### config.mk
export PLATFORM = sky130hd
export DESIGN_NAME = ram_bist
export DESIGN_NICKNAME = d
export VERILOG_FILES = /design/src/rtl/ram_bist_pkg.sv /design/src/rtl/ram_bist_addr_gen.sv /design/src/rtl/ram_bist.sv
export SDC_FILE = /design/constraint.sdc
export NUM_CORES = 1
export LEC_CHECK = 0
export CAP_MARGIN = 10
export CORE_MARGIN = 1.5
export CORE_UTILIZATION = 35
export CTS_CLUSTER_SIZE = 16
export DETAILED_ROUTE_END_ITERATION = 10
export GPL_TIMING_DRIVEN = 0
export PLACE_DENSITY_LB_ADDON = 0.15
export SLEW_MARGIN = 20
export SYNTH_ARGS = -nofsm -noshare
export SYNTH_HDL_FRONTEND = slang
export SYNTH_SLANG_ARGS = --single-unit
### constraint.sdc
create_clock -name clk -period 2.5 [get_ports clk]
set_input_delay 0.5 -clock clk [delete_from_list [all_inputs] [get_ports clk]]
set_output_delay 0.5 -clock clk [all_outputs]
set_load 0.1 [all_outputs]
### src/rtl/ram_bist_pkg.sv
// March C- BIST shared types: element tables and FSM state encoding.
// Optional build macro: RAM_BIST_STOP_ON_FAIL_EN (used by ram_bist).
package ram_bist_pkg;

  typedef logic [2:0] elem_t;
  typedef logic [2:0] state_t;

  localparam int N_ELEM = 6;

  // Bit i of each table describes March element Mi.
  localparam logic [N_ELEM-1:0] EL_DOWN   = 6'b111000;
  localparam logic [N_ELEM-1:0] EL_HAS_RD = 6'b111110;
  localparam logic [N_ELEM-1:0] EL_HAS_WR = 6'b011111;
  localparam logic [N_ELEM-1:0] EL_RD_INV = 6'b010100;
  localparam logic [N_ELEM-1:0] EL_WR_INV = 6'b001010;

  localparam state_t S_IDLE    = 3'd0;
  localparam state_t S_WR_ONLY = 3'd1;
  localparam state_t S_RD      = 3'd2;
  localparam state_t S_CMP_WR  = 3'd3;
  localparam state_t S_CMP     = 3'd4;
  localparam state_t S_FIN     = 3'd5;

  function automatic logic el_bit(
    input logic [N_ELEM-1:0] tbl,
    input elem_t             e
  );
    return tbl[e];
  endfunction

endpackage

### src/rtl/ram_bist_addr_gen.sv
// Loadable up/down address counter for the March sequencer.
// Flags the final address of the current sweep direction.
module ram_bist_addr_gen
  import ram_bist_pkg::*;
#(
  parameter int ADDR_W = 4
) (
  input  logic              clk,
  input  logic              rst_n,
  input  logic              ld,
  input  logic              ld_down,
  input  logic              step,
  output logic [ADDR_W-1:0] addr,
  output logic              last
);

  logic down;

  always_ff @(posedge clk or negedge rst_n) begin
    if (!rst_n) begin
      addr <= '0;
      down <= 1'b0;
    end else if (ld) begin
      addr <= ld_down ? '1 : '0;
      down <= ld_down;
    end else if (step) begin
      addr <= down ? addr - ADDR_W'(1) : addr + ADDR_W'(1);
    end
  end

  assign last = down ? (addr == '0) : (addr == '1);

endmodule

### src/rtl/ram_bist.sv
// March C- memory BIST master for a single-port synchronous RAM.
// Define RAM_BIST_STOP_ON_FAIL_EN to abort the run at the first mismatch.
module ram_bist
  import ram_bist_pkg::*;
#(
  parameter int                 ADDR_W     = 4,
  parameter int                 DATA_W     = 4,
  parameter logic [DATA_W-1:0]  BG_PATTERN = {DATA_W{1'b0}}
) (
  input  logic              clk,
  input  logic              rst_n,
  input  logic              start,
  output logic              busy,
  output logic              done,
  output logic              fail,
  output logic [ADDR_W-1:0] fail_addr,
  output logic [DATA_W-1:0] fail_exp,
  output logic [DATA_W-1:0] fail_got,
  output logic [DATA_W-1:0] mem_ip,
  output logic              mem_rd_wr,
  output logic [ADDR_W-1:0] mem_address,
  input  logic [DATA_W-1:0] mem_op
);

  state_t state, state_nx;
  elem_t  elem, elem_nx, elem_inc;

  logic              ld, ld_down, step, last;
  logic              accept, cmp, err, kill, wr_en;
  logic [ADDR_W-1:0] addr;
  logic [DATA_W-1:0] rd_exp, wr_dat;

  ram_bist_addr_gen #(.ADDR_W(ADDR_W)) u_addr (
    .clk     (clk),
    .rst_n   (rst_n),
    .ld      (ld),
    .ld_down (ld_down),
    .step    (step),
    .addr    (addr),
    .last    (last)
  );

  assign elem_inc = elem + elem_t'(1);
  assign accept   = (state == S_IDLE) && start;

  assign rd_exp = el_bit(EL_RD_INV, elem) ? ~BG_PATTERN : BG_PATTERN;
  assign wr_dat = el_bit(EL_WR_INV, elem) ? ~BG_PATTERN : BG_PATTERN;

  assign cmp = (state == S_CMP_WR) || (state == S_CMP);
  assign err = cmp && (mem_op != rd_exp);

`ifdef RAM_BIST_STOP_ON_FAIL_EN
  // The failing cell is left untouched so it can be inspected afterwards.
  assign kill = err;
`else
  assign kill = 1'b0;
`endif

  assign wr_en = (state == S_WR_ONLY) ||
                 ((state == S_CMP_WR) && !kill);

  assign mem_rd_wr   = ~wr_en;
  assign mem_ip      = wr_en ? wr_dat : '0;
  assign mem_address = addr;

  assign busy = (state == S_WR_ONLY) || (state == S_RD) ||
                (state == S_CMP_WR)  || (state == S_CMP);

  always_comb begin
    state_nx = state;
    elem_nx  = elem;
    ld       = 1'b0;
    ld_down  = 1'b0;
    step     = 1'b0;
    unique case (1'b1)
      (state == S_IDLE): begin
        if (start) begin
          state_nx = S_WR_ONLY;
          elem_nx  = '0;
          ld       = 1'b1;
        end
      end
      (state == S_WR_ONLY),
      (state == S_CMP_WR): begin
        if (last) begin
          elem_nx  = elem_inc;
          ld       = 1'b1;
          ld_down  = el_bit(EL_DOWN, elem_inc);
          state_nx = el_bit(EL_HAS_RD, elem_inc) ?
                     S_RD : S_WR_ONLY;
        end else begin
          step     = 1'b1;
          state_nx = (state == S_WR_ONLY) ? S_WR_ONLY : S_RD;
        end
      end
      (state == S_RD): begin
        state_nx = el_bit(EL_HAS_WR, elem) ? S_CMP_WR : S_CMP;
      end
      (state == S_CMP): begin
        if (last) begin
          state_nx = S_FIN;
        end else begin
          step     = 1'b1;
          state_nx = S_RD;
        end
      end
      (state == S_FIN): begin
        state_nx = S_IDLE;
      end
      default: begin
        state_nx = S_IDLE;
      end
    endcase
    if (kill) begin
      state_nx = S_FIN;
    end
    // Park the address at 0 so idle outputs match reset values.
    if (state_nx == S_FIN) begin
      ld      = 1'b1;
      ld_down = 1'b0;
      step    = 1'b0;
    end
  end

  always_ff @(posedge clk or negedge rst_n) begin
    if (!rst_n) begin
      state     <= S_IDLE;
      elem      <= '0;
      done      <= 1'b0;
      fail      <= 1'b0;
      fail_addr <= '0;
      fail_exp  <= '0;
      fail_got  <= '0;
    end else begin
      state <= state_nx;
      elem  <= elem_nx;
      if (accept) begin
        done      <= 1'b0;
        fail      <= 1'b0;
        fail_addr <= '0;
        fail_exp  <= '0;
        fail_got  <= '0;
      end else begin
        if (state_nx == S_FIN) begin
          done <= 1'b1;
        end
        if (err) begin
          fail <= 1'b1;
          if (!fail) begin
            fail_addr <= addr;
            fail_exp  <= rd_exp;
            fail_got  <= mem_op;
          end
        end
      end
    end
  end

endmodule

# After elaboration in Yosys (flattened, before gate mapping)
# Memories as Yosys holds them, arrays and structs flattened.
# Index checks and enable logic that the tools add are counted.
# W data, S select, Z words.
# classes
n_addsub	3
n_lt_le_gt_ge	2
n_eq_ne	10
n_mux	46
bitwise	1
reduce_logical	17
# ops
cell	n
$mux W4	16
$mux W1	19
$mux W3	5
$pmux W3 S4	1
$lt A3 B4 Y1 const B	2
$reduce_bool A2 Y1	4
$eq A3 B2 Y1 const B	2
$eq A3 B3 Y1 const B	2
$mux W2	3
$pmux W3 S2	1
$logic_or A1 B1 Y1	5
$add A4 B1 Y4 const B	1
$eq A4 B4 Y1 const B	1
$logic_not A4 Y1	1
$ne A2 B2 Y1 const B	2
$ne A4 B4 Y1	1
$sub A4 B1 Y4 const B	1
$add A3 B1 Y3 const B	1
$eq A3 B1 Y1 const B	1
$logic_not A3 Y1	1
$reduce_and A3 Y1	1
$reduce_or A3 Y1	1
$logic_and A1 B1 Y1	2
$ne A2 B1 Y1 const B	1
4 further kinds	4
# totals
reg_bits	25
rom_bits	40
output_inout_bits	24
mem_count	5
# mem_list
memory	depth	word_bits	rd	rd_ports_with_merged_regs	wr	line_no	rtl
(name not given)	8	1	1	0	0	ram_bist_pkg.sv:28	return tbl[e];
(name not given)	8	1	1	0	0	ram_bist_pkg.sv:28	
(name not given)	8	1	1	0	0	ram_bist_pkg.sv:28	
(name not given)	8	1	1	0	0	ram_bist_pkg.sv:28	
(name not given)	8	1	1	0	0	ram_bist_pkg.sv:28	

# Depth between registers and ports, before layout
# Gate-level depths: netlist of run 1.
# depth
ltp_word	10
depth_mapped	7
depth_no_buf	6

# Modules after synthesis
# A second synthesis of run 1 with hierarchy kept.
# hier_totals
cells_unflattened	148
hier_area_um2	1375.1
# modules_own_cells
module	instances	cells_each	area_each_um2	seq_area_each_um2
ram_bist	1	108	1001.0	425.4
ram_bist_addr_gen	1	40	374.1	125.1

# Worst setup path after synthesis of run 1
# No wires, ideal clock.
# synth_timing
kind	register to output
startpoint	register state[0]
endpoint	output port mem_ip[1]
arrival_time_ns	4.056
required_time_ns	2.000
slack_ns	-2.056
stages_incl_launch_ff	5
path_buffers	1
cell_sequence	dfrtp_1 -> nor2b_1 -> inv_1 -> nor3_1 -> buf_4
# synth_between
elab_chain_len	3
elab_cells_between_ends	4
classes_between	eq/ne (2); mux (1); reduce/logical (1)
# synth_lines
item	line_no	rtl
start: declaration	ram_bist.sv:25	state_t state, state_nx;
start signal: assignment	ram_bist.sv:135	state <= state_nx;
$eq A3 B1 Y1 or $eq A3 B2 Y1 (tied branches)	ram_bist.sv:59, ram_bist.sv:60	
$logic_or A1 B1 Y1 (*)	ram_bist.sv:59	assign wr_en = (state == S_WR_ONLY) ||
$mux W4 (*)	ram_bist.sv:63	assign mem_ip = wr_en ? wr_dat : '0;
end: declaration	ram_bist.sv:19	output logic [DATA_W-1:0] mem_ip,
# Mark *: on every way between the ends. The rest lies on a longest branch, timed or not.

==> impl_metrics.yaml, run 1 <==
run_status:
  outcome: "completed"
routing:
  drt_iter0_markers: 38
  final_antenna_net_count: 0
  routedWlPerCell_um: 12.5
  num_vias: 1037
  drc_errors: 0
  first_pass_iters: 4
  vias_per_cell: 4.99
  wl_mm: 2.60
setup_path:
  cpMaxStageDelayCell: "clkdlybuf4s50_1"
  r2r_start: "elem[0]"
  worst-path-stages: 1
  r2r_end: "fail_got[1]"
  crit_buf_inv: 1
  critical_path_peak_fanout: 5
  rrSetupSlack_ns: 0.31
  crit_family: "buffers and inverters"
  cp.required_ns: 2.00
  slowest_delay_ns: 1.16
  crit_path_end_kind: "primary output"
  crit_arrival_ns: 1.89
  cp-start-kind: "flip-flop"
  path_cells: "clkdlybuf4s50_1"
  ff2ff_path_depth: 7
  critPathKind: "flip-flop to primary output"
clock_network:
  numCtsBuffers: 3
  cts_root_buffer: "clkbuf_4"
  cts_tree: "yes"
  clk_latency_ns: 0.31
  ctsHoldBuffers: 0
  path_clk_slew_ns: 0.13
  htreeDepth: 1
  cts.sinks: 22
  clockBufferDepth: 2
  post_cts_buffers: 0
synthesis:
  synth-xor-area-share_pct: 2.09
  post-synth-top-area-cell: "dfrtp_1"
  ys_seq_area_share_pct: 43.7
  synth_warnings: 0
  synth_top_family_by_area: "simple AND/OR/NAND/NOR gates"
  synthMuxAreaShare_pct: 9.74
  synth_compound_area_share_pct: 14.3
  syn_inst: 128
  synthSimpleGateAreaFrac_pct: 15.4
  yosysUniqueCellTypes: 35
  syn_area_um2: 1260
  synth-seq-cells: 22
  synth_fp_nets: 141
  synth-async-reset-ratio_pct: 100
  synth_fa_ha_area_share_pct: 6.56
  synth_edf_count: 0
  synth_commonest_cells: "22 x dfrtp_1, 13 x nand2_1, 12 x inv_1, 12 x nor2_1, 10 x mux2i_1"
  avgSynthCellArea_um2: 9.83
  synthFlopType: "dfrtp_1"
  synth_top_area_share_pct: 43.7
  synth_most_common_cell: "dfrtp_1"
  yosys-top-cells-area: "dfrtp_1 44%, mux2i_1 8.0%, ha_1 5.0%, nand2_1 3.9%, buf_4 3.6%"
timing:
  slew_viol_final: 0
  timing.fmax_mhz: 418
  rsz0062_at_grt: "false"
  fin_crit_sh_pct: 95.7
  slew-limit-headroom_pct: 35.4
  final-hold-violation-count: 0
  hold_slack_ns: 0.128
  layout_min_cycle_time_ns: 2.39
  setup_violations: 0
  worstMarginPinSlew_ns: 0.966
  clock-skew-final_ns: 0.00905
  worst_slack_ns: 0.108
global_route:
  grt_max_degree: 23
  grt_pass1_vias: 1005
  antenna_found_initial: 0
  track_usage_pct: 14.1
  grt_overflow: 0
  grt_pass1_wl_mm: 4.44
floorplan:
  rows: 21
  die_area_um2: 3970
  die_x_um: 63.0
  initial_core_util_pct: 37.1
  core_area_um2: 3390
  die_h_um: 63.0
  ioPinCount: 31
finish:
  diodes: 0
  drive_gt1_share_pct: 14.8
  area_growth_syn_to_layout_pct: 40.0
  nNetsFinal: 176
power_and_ir_drop:
  finalPower_uw: 781
  p_leak_uw: 0.000818
  powerDensity_nw_per_um2: 443
  ir_drop_uv: 273
hold_path:
  hold_class: "input pin to async pin"
placed_design:
  gp_congestion: 0.844
  hpwl_mm: 1.97
  place_ws_ns: -0.469
  portBuffers: 30
run:
  maxCapViolations: 0
[final cells by class]
type                            instances  area, µm²
Buffer                                  9       95.1
Clock buffer                            3       22.5
Clock inverter                          1       30.0
Fill cell                             328       1630
Inverter                               12       48.8
Multi-Input combinational cell         85        632
Sequential cell                        22        551
Tap cell                               46       57.6
Timing Repair Buffer                   30        325
[per-stage QoR]
step                      setup TNS, ns  std cells  util (%)  cell area (µm²)
after floorplan                   -1.72        128         -             1330
after global placement            -1.84        204      49.7             1680
after detailed placement          -1.86        204      49.7             1680
after CTS                             0        208      51.3             1740
after global routing                  0        208      52.0             1760
final                                 0        208      52.0             1760
[worst max-delay path by stage]
stage                 from          end  slack (ns)
6_report       fail_exp[2]  fail_exp[0]        0.11
5_1_grt           state[0]    mem_rd_wr        0.04
4_1_cts        fail_exp[2]  fail_exp[3]       0.003
3_5_place_dp      state[0]    mem_ip[2]       -0.47
3_3_place_gp      state[0]    mem_ip[3]       -0.46
2_1_floorplan     state[0]    mem_ip[1]       -0.50
[placed cells by master, fill, tap and decap left out, types with 3 or more instances in the layout]
master / netlist / routed
mux2i_1: 10 / 10
dlymetal6s2s_1: 0 / 5
buf_12: 0 / 5
clkdlybuf4s50_1: 0 / 17
nand3_1: 5 / 5
buf_4: 6 / 4
nand2_1: 13 / 13
dfrtp_1: 22 / 22
nor2_1: 12 / 12
o21ai_0: 6 / 6
clkbuf_4: 0 / 3
ha_1: 5 / 5
o22a_1: 3 / 3
inv_1: 12 / 11
[state kept, by name, indices dropped and copies added, names as in the netlist, 3 cells and up]
| register | flops |
|---|---|
| elem | 3 |
| fail_got | 4 |
| state | 3 |
| fail_addr | 4 |
| u_addr.addr | 4 |
[cells by family after synthesis]
| logic type | count (synthesis) |
|---|---|
| buffers and inverters | 21 |
| flip-flops | 22 |
| adder cells (fa/ha/maj) | 6 |
| XOR/XNOR | 3 |
| AND/OR/NAND/NOR | 40 |
| AO/OA/AOI/OAI | 25 |
| multiplexers | 11 |
[what timing repair did]
item / 4_1_cts / 5_1_grt
cloned: 0 / 0
pin swaps: 0 / 1
resized for setup: 29 / 7
setup endpoints to repair: 7 / 8
[layer usage]
layer,track usage (%),routed length [µm],vias to the layer above
met5,0,0,-
met4,5.83,19,0
met3,1.80,93,2
met2,25.0,1300,19
met1,17.2,1180,505
li1,-,-,511
[report_power, final]
| part | total (µW) | switching [µW] | internal [µW] |
|---|---|---|---|
| Sequential | 369 | 4.86 | 365 |
| Combinational | 138 | 105 | 33.1 |
| Clock | 274 | 112 | 162 |
| Total | 781 | 222 | 560 |
(Power assumes the default switching activity.)
==> run 2: changes to the inputs <==
--- a/config.mk
+++ b/config.mk
@@ -6,6 +6,7 @@
 export NUM_CORES = 1
 export LEC_CHECK = 0
 export CAP_MARGIN = 10
+export CORE_ASPECT_RATIO = 1.5
 export CORE_MARGIN = 1.5
 export CORE_UTILIZATION = 35
 export CTS_CLUSTER_SIZE = 16
@@ -15,4 +16,5 @@
 export SLEW_MARGIN = 20
 export SYNTH_ARGS = -nofsm -noshare
 export SYNTH_HDL_FRONTEND = slang
+export SYNTH_HIERARCHICAL = 1
 export SYNTH_SLANG_ARGS = --single-unit
==> run 2 against run 1 <==
Against the previous run: total power is 3.2% lower; cell count rose by 8.2%; fmax down 1.6%; register-to-register slack lost 0.18 ns; sequential share of layout area is 1.6 points lower; via count grew 13%; non-clock buffer count up 4; sequential cell count unchanged; critical path depth up 1; count of clock-buffer cells in the layout stayed put; utilization down 0.93 points; global-route usage grew 2.1 points; largest power group unchanged.
==> impl_metrics.yaml, run 2 <==
global_route:
  use_met2_pct: 29.2
  use_met3_pct: 1.69
  busiest_layer: "met2"
  grt_max_degree: 23
  grt_overflow: 0
  grt_pass1_wl_mm: 5.26
  use_met1_pct: 18.1
  grt_pass1_vias: 1208
  antenna_found_initial: 0
  track_usage_pct: 16.3
clock_network:
  cts_root_buffer: "clkbuf_8"
  clk_latency_ns: 0.27
  cts_tree: "yes"
  cts.sinks: 22
  htreeDepth: 1
  clockBufferDepth: 2
  ctsHoldBuffers: 0
  numCtsBuffers: 3
  path_clk_slew_ns: 0.09
finish:
  nNetsFinal: 196
  area_growth_syn_to_layout_pct: 37.9
  drive_gt1_share_pct: 20.9
  final_common_cell: "clkdlybuf4s50_1"
  final_cells: 225
  layout_common_cells: "23 x clkdlybuf4s50_1, 17 x nand2_1, 17 x dfrtp_1, 12 x inv_1, 10 x mux2i_1"
  fin_util_pct: 51.0
  top_regs: "fail_addr x4, fail_got x4, u_addr/addr x4"
  diodes: 0
  fillers: 379
synthesis:
  post-synth-top-area-cell: "dfrtp_1"
  synth_fp_nets: 161
  synthFlopType: "dfrtp_1"
  synth_top_area_share_pct: 40.0
  avgSynthCellArea_um2: 9.29
  synth_edf_count: 0
  syn_inst: 148
  synth_most_common_cell: "dfrtp_1"
  ys_seq_area_share_pct: 40.0
  yosys-top-cells-area: "dfrtp_1 40%, mux2i_1 7.3%, nand2_1 4.9%, ha_1 4.5%, buf_4 3.8%"
  synth_warnings: 6
  synth-async-reset-ratio_pct: 100
  synth-seq-cells: 22
  syn_area_um2: 1380
  yosysUniqueCellTypes: 43
  synth_commonest_cells: "22 x dfrtp_1, 18 x nand2_1, 13 x inv_1"
setup_path:
  critPathKind: "flip-flop to primary output"
  crit_arrival_ns: 1.93
  critical_path_peak_fanout: 5
  cp-start-kind: "flip-flop"
  cp.required_ns: 2.00
  crit_path_end_kind: "primary output"
floorplan:
  die_area_um2: 4320
  ioPinCount: 31
  initial_core_util_pct: 37.0
  core_area_um2: 3720
  rows: 27
  die_h_um: 79.8
  die_x_um: 54.2
run:
  maxCapViolations: 0
timing:
  fin_crit_sh_pct: 97.2
  layout_min_cycle_time_ns: 2.43
  slew-limit-headroom_pct: 34.7
  slew_viol_final: 0
  clock-skew-final_ns: 0.00529
  final-hold-violation-count: 0
  timing.fmax_mhz: 411
  worstMarginPinSlew_ns: 0.976
  rsz0062_at_grt: "true"
  setup_violations: 0
placed_design:
  gp_congestion: 0.808
  dp.cells: 221
  portBuffers: 30
  hpwl_mm: 2.39
routing:
  wl_mm: 3.10
  vias_per_cell: 5.21
  drt_iter0_markers: 11
  final_antenna_net_count: 0
  first_pass_iters: 4
  routedWlPerCell_um: 13.8
  drc_errors: 0
  num_vias: 1172
power_and_ir_drop:
  ir_drop_uv: 418
  powerDensity_nw_per_um2: 399
  p_leak_uw: 0.000905
hold_path:
  hold_class: "input pin to async pin"
run_status:
  outcome: "completed"
[run 2: cell types whose count changed after synthesis, sizes merged, moves of 3 or more]
| cell | previous run | this run |
|---|---|---|
| nand2 | 13 | 18 |
| a21oi | 2 | 6 |
| nor2 | 12 | 8 |
| buf | 7 | 10 |
| o21a | 2 | 5 |
| o22a | 3 | 0 |
[run 2: cell type report]
cell class                 instances  area, µm²  share of cell area, %
clock buffer                       3       41.3                   2.18
timing repair buffer              31        298                   15.7
tap                               43       53.8                   2.84
multi-input combinational         99        723                   38.1
buffer                            12        131                   6.93
sequential                        22        562                   29.6
clock inverter                     1       30.0                   1.58
inverter                          14       57.6                   3.03
[run 2: cell families after synthesis]
| group | count (synthesis) | share of synthesized area [%] |
|---|---|---|
| AO/OA/AOI/OAI | 32 | 16.0 |
| XOR/XNOR | 4 | 2.55 |
| adder cells (fa/ha/maj) | 6 | 6.01 |
| buffers and inverters | 27 | 10.5 |
| flip-flops | 22 | 40.0 |
| multiplexers | 10 | 7.28 |
| AND/OR/NAND/NOR | 47 | 17.7 |
[run 2: through the flow]
stage          TNS [ns]  cell area (µm²)  hold WS [ns]  worst slack [ns]  total power, µW
2_1_floorplan   -0.0538             1470         0.204           -0.0179              397
3_3_place_gp      -1.12             1820         0.507            -0.275              423
3_5_place_dp      -1.28             1820         0.522            -0.314              424
4_1_cts               0             1890         0.535            0.0311              770
5_1_grt         -0.0241             1900         0.231           -0.0241              781
6_report              0             1900         0.187            0.0691              756
[run 2: repair_timing]
item / 4_1_cts / 5_1_grt
pin swaps: 0 / 1
gates resized for setup: 21 / 4
setup endpoints to repair: 7 / 2
cloned: 0 / 0
setup buffers: 0 / 1
[run 2: metal layers]
metal	part of all wire [%]	vias up
met5	0	-
met4	2.8	0
met3	2.7	9
met2	57	25
met1	37	564
li1	-	574
[run 2: worst paths after layout]
path | start | end | slack (ns) | depth (start not counted)
max | fail_exp[2] | fail_exp[3] | 0.07 | 2
min | rst_n | fail | 0.19 | 1
max reg2reg | u_addr/addr[1] | u_addr/addr[3] | 0.13 | 7
min reg2reg | fail_got[0] | fail_got[0] | 0.53 | 2
max in group asynchronous | rst_n | u_addr/addr[0] | 1.93 | 1
min in group clk | fail_got[0] | fail_got[0] | 0.53 | 2
[run 2: critical path, stage by stage, from the launching register on]
cell and delay, ns:
dfrtp_1 0.41, buf_4 0.13, clkdlybuf4s50_1 1.12
[run 2: power by group]
part / leakage [µW] / internal, µW / switching, µW / total, µW
Sequential: 0.000234 / 359 / 1.57 / 360
Clock: 0.0000357 / 214 / 127 / 341
Combinational: 0.000636 / 15.7 / 39.1 / 54.8
